## src/rtl/gray_pkg.sv

```systemverilog
// Shared types and constants for the Gray-code sequence controller.
package gray_pkg;

  localparam int unsigned GrayWidthDefault = 4;

  typedef enum logic [1:0] {
    StIdle,
    StRun,
    StDone
  } gray_state_e;

endpackage

```

## src/rtl/bin2gray.sv

```systemverilog
// Combinational binary-to-Gray converter.
module bin2gray #(
  parameter int unsigned WIDTH = 4
) (
  input  logic [WIDTH-1:0] bin,
  output logic [WIDTH-1:0] gray
);

  assign gray = {bin[WIDTH-1], bin[WIDTH-1:1] ^ bin[WIDTH-2:0]};

endmodule

```

## src/rtl/gray_seq_ctrl.sv

```systemverilog
// Streams a bounded run of binary counts and their Gray codes under ready/valid handshaking.
// Optional macro GRAY_SEQ_DOWN_EN adds dir_i, which selects a down-counting sequence.
module gray_seq_ctrl
  import gray_pkg::*;
#(
  parameter int unsigned WIDTH = GrayWidthDefault
) (
  input  logic             clk,
  input  logic             rst_n,
  input  logic             start_i,
  input  logic             abort_i,
  input  logic [WIDTH-1:0] start_val_i,
  input  logic [WIDTH-1:0] last_val_i,
`ifdef GRAY_SEQ_DOWN_EN
  input  logic             dir_i,
`endif
  input  logic             out_ready_i,
  output logic             out_valid_o,
  output logic [WIDTH-1:0] gray_o,
  output logic [WIDTH-1:0] bin_o,
  output logic             busy_o,
  output logic             done_o
);

  localparam logic [WIDTH-1:0] One = WIDTH'(1);

  gray_state_e      state_q, state_d;
  logic [WIDTH-1:0] bin_q, bin_d;
  logic [WIDTH-1:0] last_q, last_d;
  logic             count_down;

`ifdef GRAY_SEQ_DOWN_EN
  logic down_q, down_d;
  assign count_down = down_q;
`else
  assign count_down = 1'b0;
`endif

  always_comb begin
    state_d = state_q;
    bin_d   = bin_q;
    last_d  = last_q;
`ifdef GRAY_SEQ_DOWN_EN
    down_d  = down_q;
`endif
    // Abort outranks a same-cycle start or acceptance.
    if (abort_i) begin
      state_d = StIdle;
    end else begin
      unique case (state_q)
        StIdle: begin
          if (start_i) begin
            state_d = StRun;
            bin_d   = start_val_i;
            last_d  = last_val_i;
`ifdef GRAY_SEQ_DOWN_EN
            down_d  = dir_i;
`endif
          end
        end
        StRun: begin
          if (out_ready_i) begin
            if (bin_q == last_q) begin
              state_d = StDone;
            end else if (count_down) begin
              bin_d = bin_q - One;
            end else begin
              bin_d = bin_q + One;
            end
          end
        end
        StDone: begin
          state_d = StIdle;
        end
        default: begin
          state_d = StIdle;
        end
      endcase
    end
  end

  always_ff @(posedge clk or negedge rst_n) begin
    if (!rst_n) begin
      state_q <= StIdle;
      bin_q   <= '0;
      last_q  <= '0;
    end else begin
      state_q <= state_d;
      bin_q   <= bin_d;
      last_q  <= last_d;
    end
  end

`ifdef GRAY_SEQ_DOWN_EN
  always_ff @(posedge clk or negedge rst_n) begin
    if (!rst_n) begin
      down_q <= 1'b0;
    end else begin
      down_q <= down_d;
    end
  end
`endif

  bin2gray #(
    .WIDTH(WIDTH)
  ) u_bin2gray (
    .bin (bin_q),
    .gray(gray_o)
  );

  assign bin_o       = bin_q;
  assign out_valid_o = (state_q == StRun);
  assign busy_o      = (state_q == StRun);
  assign done_o      = (state_q == StDone);

endmodule

```

## config.mk

```make
export PLATFORM = sky130hd
export DESIGN_NAME = gray_seq_ctrl
export DESIGN_NICKNAME = d
export VERILOG_FILES = /design/src/rtl/gray_pkg.sv /design/src/rtl/bin2gray.sv /design/src/rtl/gray_seq_ctrl.sv
export SDC_FILE = /design/constraint.sdc
export NUM_CORES = 1
export LEC_CHECK = 0
export BUFFER_PORTS_ARGS = -buffer_cell sky130_fd_sc_hd__buf_2
export CAP_MARGIN = 0
export CORE_MARGIN = 2
export CORE_UTILIZATION = 25
export CTS_BUF_LIST = sky130_fd_sc_hd__clkbuf_2
export DETAILED_ROUTE_END_ITERATION = 10
export PLACE_DENSITY_LB_ADDON = 0.2
export SETUP_SLACK_MARGIN = 0.4
export SLEW_MARGIN = 10
export SYNTH_ARGS = -nofsm -noshare
export SYNTH_HDL_FRONTEND = slang
export SYNTH_HIERARCHICAL = 1
export SYNTH_SLANG_ARGS = --single-unit
```

## constraint.sdc

```tcl
create_clock -name clk -period 1.5 [get_ports clk]
set_input_delay 0.3 -clock clk [delete_from_list [all_inputs] [get_ports clk]]
set_output_delay 0.3 -clock clk [all_outputs]
set_load 0.1 [all_outputs]
```

## Word level (Yosys, flattened, before mapping)

Index checks and enable logic that the tools add are counted.
Widths: inputs -> output; s select.

- Latch bits: 0
- Bits of input ports: 13
- Word-level logic and storage cells: 29
- Memories: 0
- Bits in writable memories: 0
- ROM bits: 0
- Register bits: 10
- Output and inout bits: 11

- $add $sub $neg: 1
- Shift operators: 0
- Div/mod/pow operators: 0
- Multipliers: 0
- Bitwise gates (word level): 2
- Multiplexer cells: 9
- $lt $le $gt $ge: 0
- Reduce and logical (&&, ||, !) cells: 5
- Equal/unequal tests: 9

Operators with widths:

| cell | count |
|---|---|
| $mux 4 | 3 |
| $mux 2 | 4 |
| $pmux 4 s2 | 1 |
| $ne 2x2->1 const B | 3 |
| $ne 3x3->1 const B | 2 |
| $reduce_and 3->1 | 2 |
| $reduce_and 5->1 | 1 |
| $add 4x1->4 const B | 1 |
| $eq 4x4->1 | 1 |
| $pmux 2 s2 | 1 |
| $ne 3x2->1 const B | 1 |
| $xor 3x3->3 | 1 |
| $eq 2x1->1 const B | 1 |
| $eq 2x2->1 const B | 1 |
| $logic_not 2->1 | 1 |
| $reduce_bool 2->1 | 1 |
| $not 1->1 | 1 |

## Depth between registers and ports, before layout

- Depth in word-level cells: 5
- Gate-level depth with buffers: 5
- Mapped depth without buffers: 5

## By module

The synthesis kept the hierarchy.

By module, submodules not included:

| module | seq. area each (um2) | area each (um2) | times used | cells each |
|---|---|---|---|---|
| gray_seq_ctrl | 250.2 | 600.6 | 1 | 54 |
| bin2gray | 0.0 | 33.8 | 1 | 4 |

## Least setup slack after synthesis

Ideal clock, no wire load.

- Path kind: register to output
- Start point: register bin_q[2] (netlist: bin_o[2])
- End point: output gray_o[2]
- Buffers on the path: 0
- Stages on the path, launching flop included: 2
- Arrival time: 2,523 ps
- Path slack: -1,323 ps
- Required time: 1,200 ps
- Cells stage by stage: dfrtp_1 xor2_1

- Word-level cells in the longest chain between the ends: 1

RTL lines:

| item | RTL line | text |
|---|---|---|
| from (decl) | gray_seq_ctrl.sv:28 | `logic [WIDTH-1:0] bin_q, bin_d;` |
| from (signal assigned) | gray_seq_ctrl.sv:89 | `bin_q <= bin_d;` |
| $xor 3x3->3 | bin2gray.sv:9 | `assign gray = {bin[WIDTH-1], bin[WIDTH-1:1] ^ bin[WIDTH-2:0]};` |
| to (decl) | gray_seq_ctrl.sv:19 | `output logic [WIDTH-1:0] gray_o,` |

Every way passes these cells.

## Final worst setup path

- Start point: register bin_q[2] (netlist: bin_o[2])
- End point: output gray_o[1]

The elaborated chain is that of the path after synthesis.

==> metrics.txt <==
status finished, violations left; failing checks negative setup slack; aggregate routed wire length 1.789 mm; Crit path arrival time 1.25 ns; die area 2956 um2; routed vias 633; GRT met3 Usage 0.03825; Initial Util 0.2608; Synth top area share 0.3945; GR Util met1 0.1639; Hold Crit Class in -> reg; Top Usage Layer GRT met2; post-DR wirelength/cell 13.15 um; Pins Over Slew Limit 0; Worst Setup Slack, final -0.04919 ns; port bufs 23; Critical Path Stages 3; Async SR Flop Fraction 1.000; Synth area leader dfrtp_1; layout cells sized above 1 0.7453; post-synthesis adder-cell area fraction 0.01972; Synth Area in XOR/XNOR 0.09665; mux share of post-synthesis cell area 0.1026; Max Clk Rate 645.5 MHz; ant diodes 0; final setup fails 6; initial DRC count 5; CORE AREA 2432 um2; routability congestion estimate 0.8001; largest cells by area after synthesis dfrtp_1 (39%), xor2_1 (9.7%), mux2_2 (7.1%); Max clock buf depth 2; Worst Tran Pin Value 0.2586 ns; Worst setup EP type primary output; Syn Inst Count 58; share of the yosys chip area belonging to registers 0.3945; MaxCap Viol Count 0; DRT Pass-1 Iters 4; initial antenna violation count 0; syn_nets 72; worst stage delay on the critical path 0.50 ns; RSZ-0062 raised after global routing yes; Reg2Reg Depth 6; CP startpoint kind register; GRT met2 Usage 0.2410; drt via density 4.654; Yosys reg bits 10; root buffer cell clkbuf_2; Layout Nets 121; area of the multi-input gates 549.3 um2; Finished Layout Cells 136; CTS H-Tree Depth 1; CP dominant cell by count buf_12; EDFF count, synth 0; first-pass GRT wire length 2.918 mm; Layout area overhead 121.7%; Post-DP HPWL 1.232 mm; yosys synthesis warning count 6; Reg area 267.8 um2; # rows 18; antenna viol nets, final 0; Reg2Reg Setup Slack -0.05 ns; all-layer global routing usage 0.1399; final hold vios 0; CTS tree built; Worst Path Max Fanout 4; Critical Path, Cell by Cell buf_12, xor2_4, buf_12; synth unique cells 27; most used flip-flop cell after synthesis dfrtp_1; die height 54.37 um; slowest CP cell dfrtp_4; DP Worst Slack -0.03025 ns; vias in the first global route 627; DRC 0; instance count along the most critical hold path 2; Post-Syn Area 634.4 um2; clock sink count 10; Rel. slew slack 0.8265; Chip Width 54.37 um; Worst-Skew Late Latency 0.24 ns; Setup Skew 0.009242 ns; Num CTS Buffers 3; Tcrit/Tclk final 1.033; Post-Syn Area per Cell 10.94 um2; total grt overflow 0; final worst path period need 1.549 ns; Clk pin slew, worst setup/hold paths 0.10 ns; largest net degree at the start of global routing 11; largest family of logic cells by synthesized area simple AND/OR/NAND/NOR gates; cell family with most CP delay flip-flops; DP Cell Count 114; CP bufs+invs 2; worst path required time 1.20 ns; Synth Area in Simple Gates 0.2170; FILL cells 192; most frequent cells in the layout buf_2 (12), buf_4 (12), buf_12 (11); WS Path Type reg -> out; I/O pin cnt 24; compound-gate portion of the synthesized area 0.1400
-- path summary, 6_finish.rpt --
check                                 startpoint               endpoint
setup / recovery            bin_o[2]$_DFFE_PN0P_              gray_o[1]
hold / removal                     last_val_i[3]  last_q[3]$_DFFE_PN0P_
setup reg to reg            bin_o[2]$_DFFE_PN0P_   bin_o[2]$_DFFE_PN0P_
hold reg to reg            last_q[0]$_DFFE_PN0P_  last_q[0]$_DFFE_PN0P_
max in group asynchronous                  rst_n   bin_o[3]$_DFFE_PN0P_
min in group asynchronous                  rst_n  last_q[3]$_DFFE_PN0P_
-- layer usage --
layer | part of all wire | wire length (um)
met3 | 0.049 | 87
met4 | 0.025 | 45
met2 | 0.52 | 936
met1 | 0.40 | 720
met5 | 0 | 0
-- registers in the layout, indices dropped and copies added (netlist names) --
signal	cells
bin_o	4
last_q	4
state_q	2
-- synth_stat cells (all sizes together), types with 2 or more instances --
cell type and instances:
dfrtp 10, xor2 7, nand2 6, mux2 4, nand2b 3, a2bb2oi 2, and2 2, buf 2
mux2i 2, nor2 2, nor2b 2, nor3 2, o22ai 2
-- cells by family after synthesis --
family | after synthesis
and+or+nand+nor | 21
AOI/OAI and AO/OA | 10
DFF | 10
xor gates and xnor gates | 7
muxes | 6
buffers and inverters | 3
adders and majority gates | 1
-- layout make-up --
type | instances | area share
inverters | 1 | 0.01157
multi-input cells | 45 | 0.3906
clock buffers | 3 | 0.01068
repair buffers | 46 | 0.3674
clock inverters | 1 | 0.002669
well taps | 30 | 0.02669
flip-flops and latches | 10 | 0.1904
-- per-stage QoR --
step / cell area, um2 / setup TNS [ns] / hold WS, ns / utilization
detailed placement: 1101 / -0.09208 / 0.1753 / 0.4527
floorplan: 785.8 / -0.9381 / 0.004409 / -
global route: 1406 / -0.7960 / 0.2537 / 0.5782
CTS: 1313 / -0.1909 / 0.2627 / 0.5396
global placement: 1101 / 0 / 0.1699 / 0.4527
finish: 1406 / -0.2148 / 0.2830 / 0.5782
-- timing repair --
action,CTS,global route
buffers inserted,12,5
resized for setup,21,10
hold buffers,1,0
setup endpoints to repair,21,21
pin swaps,7,3
hold endpoints to repair,10,0
Power is left out: the tool's default activity adds up to more than one toggle a clock period on the data nets, which glitch-free logic cannot reach.
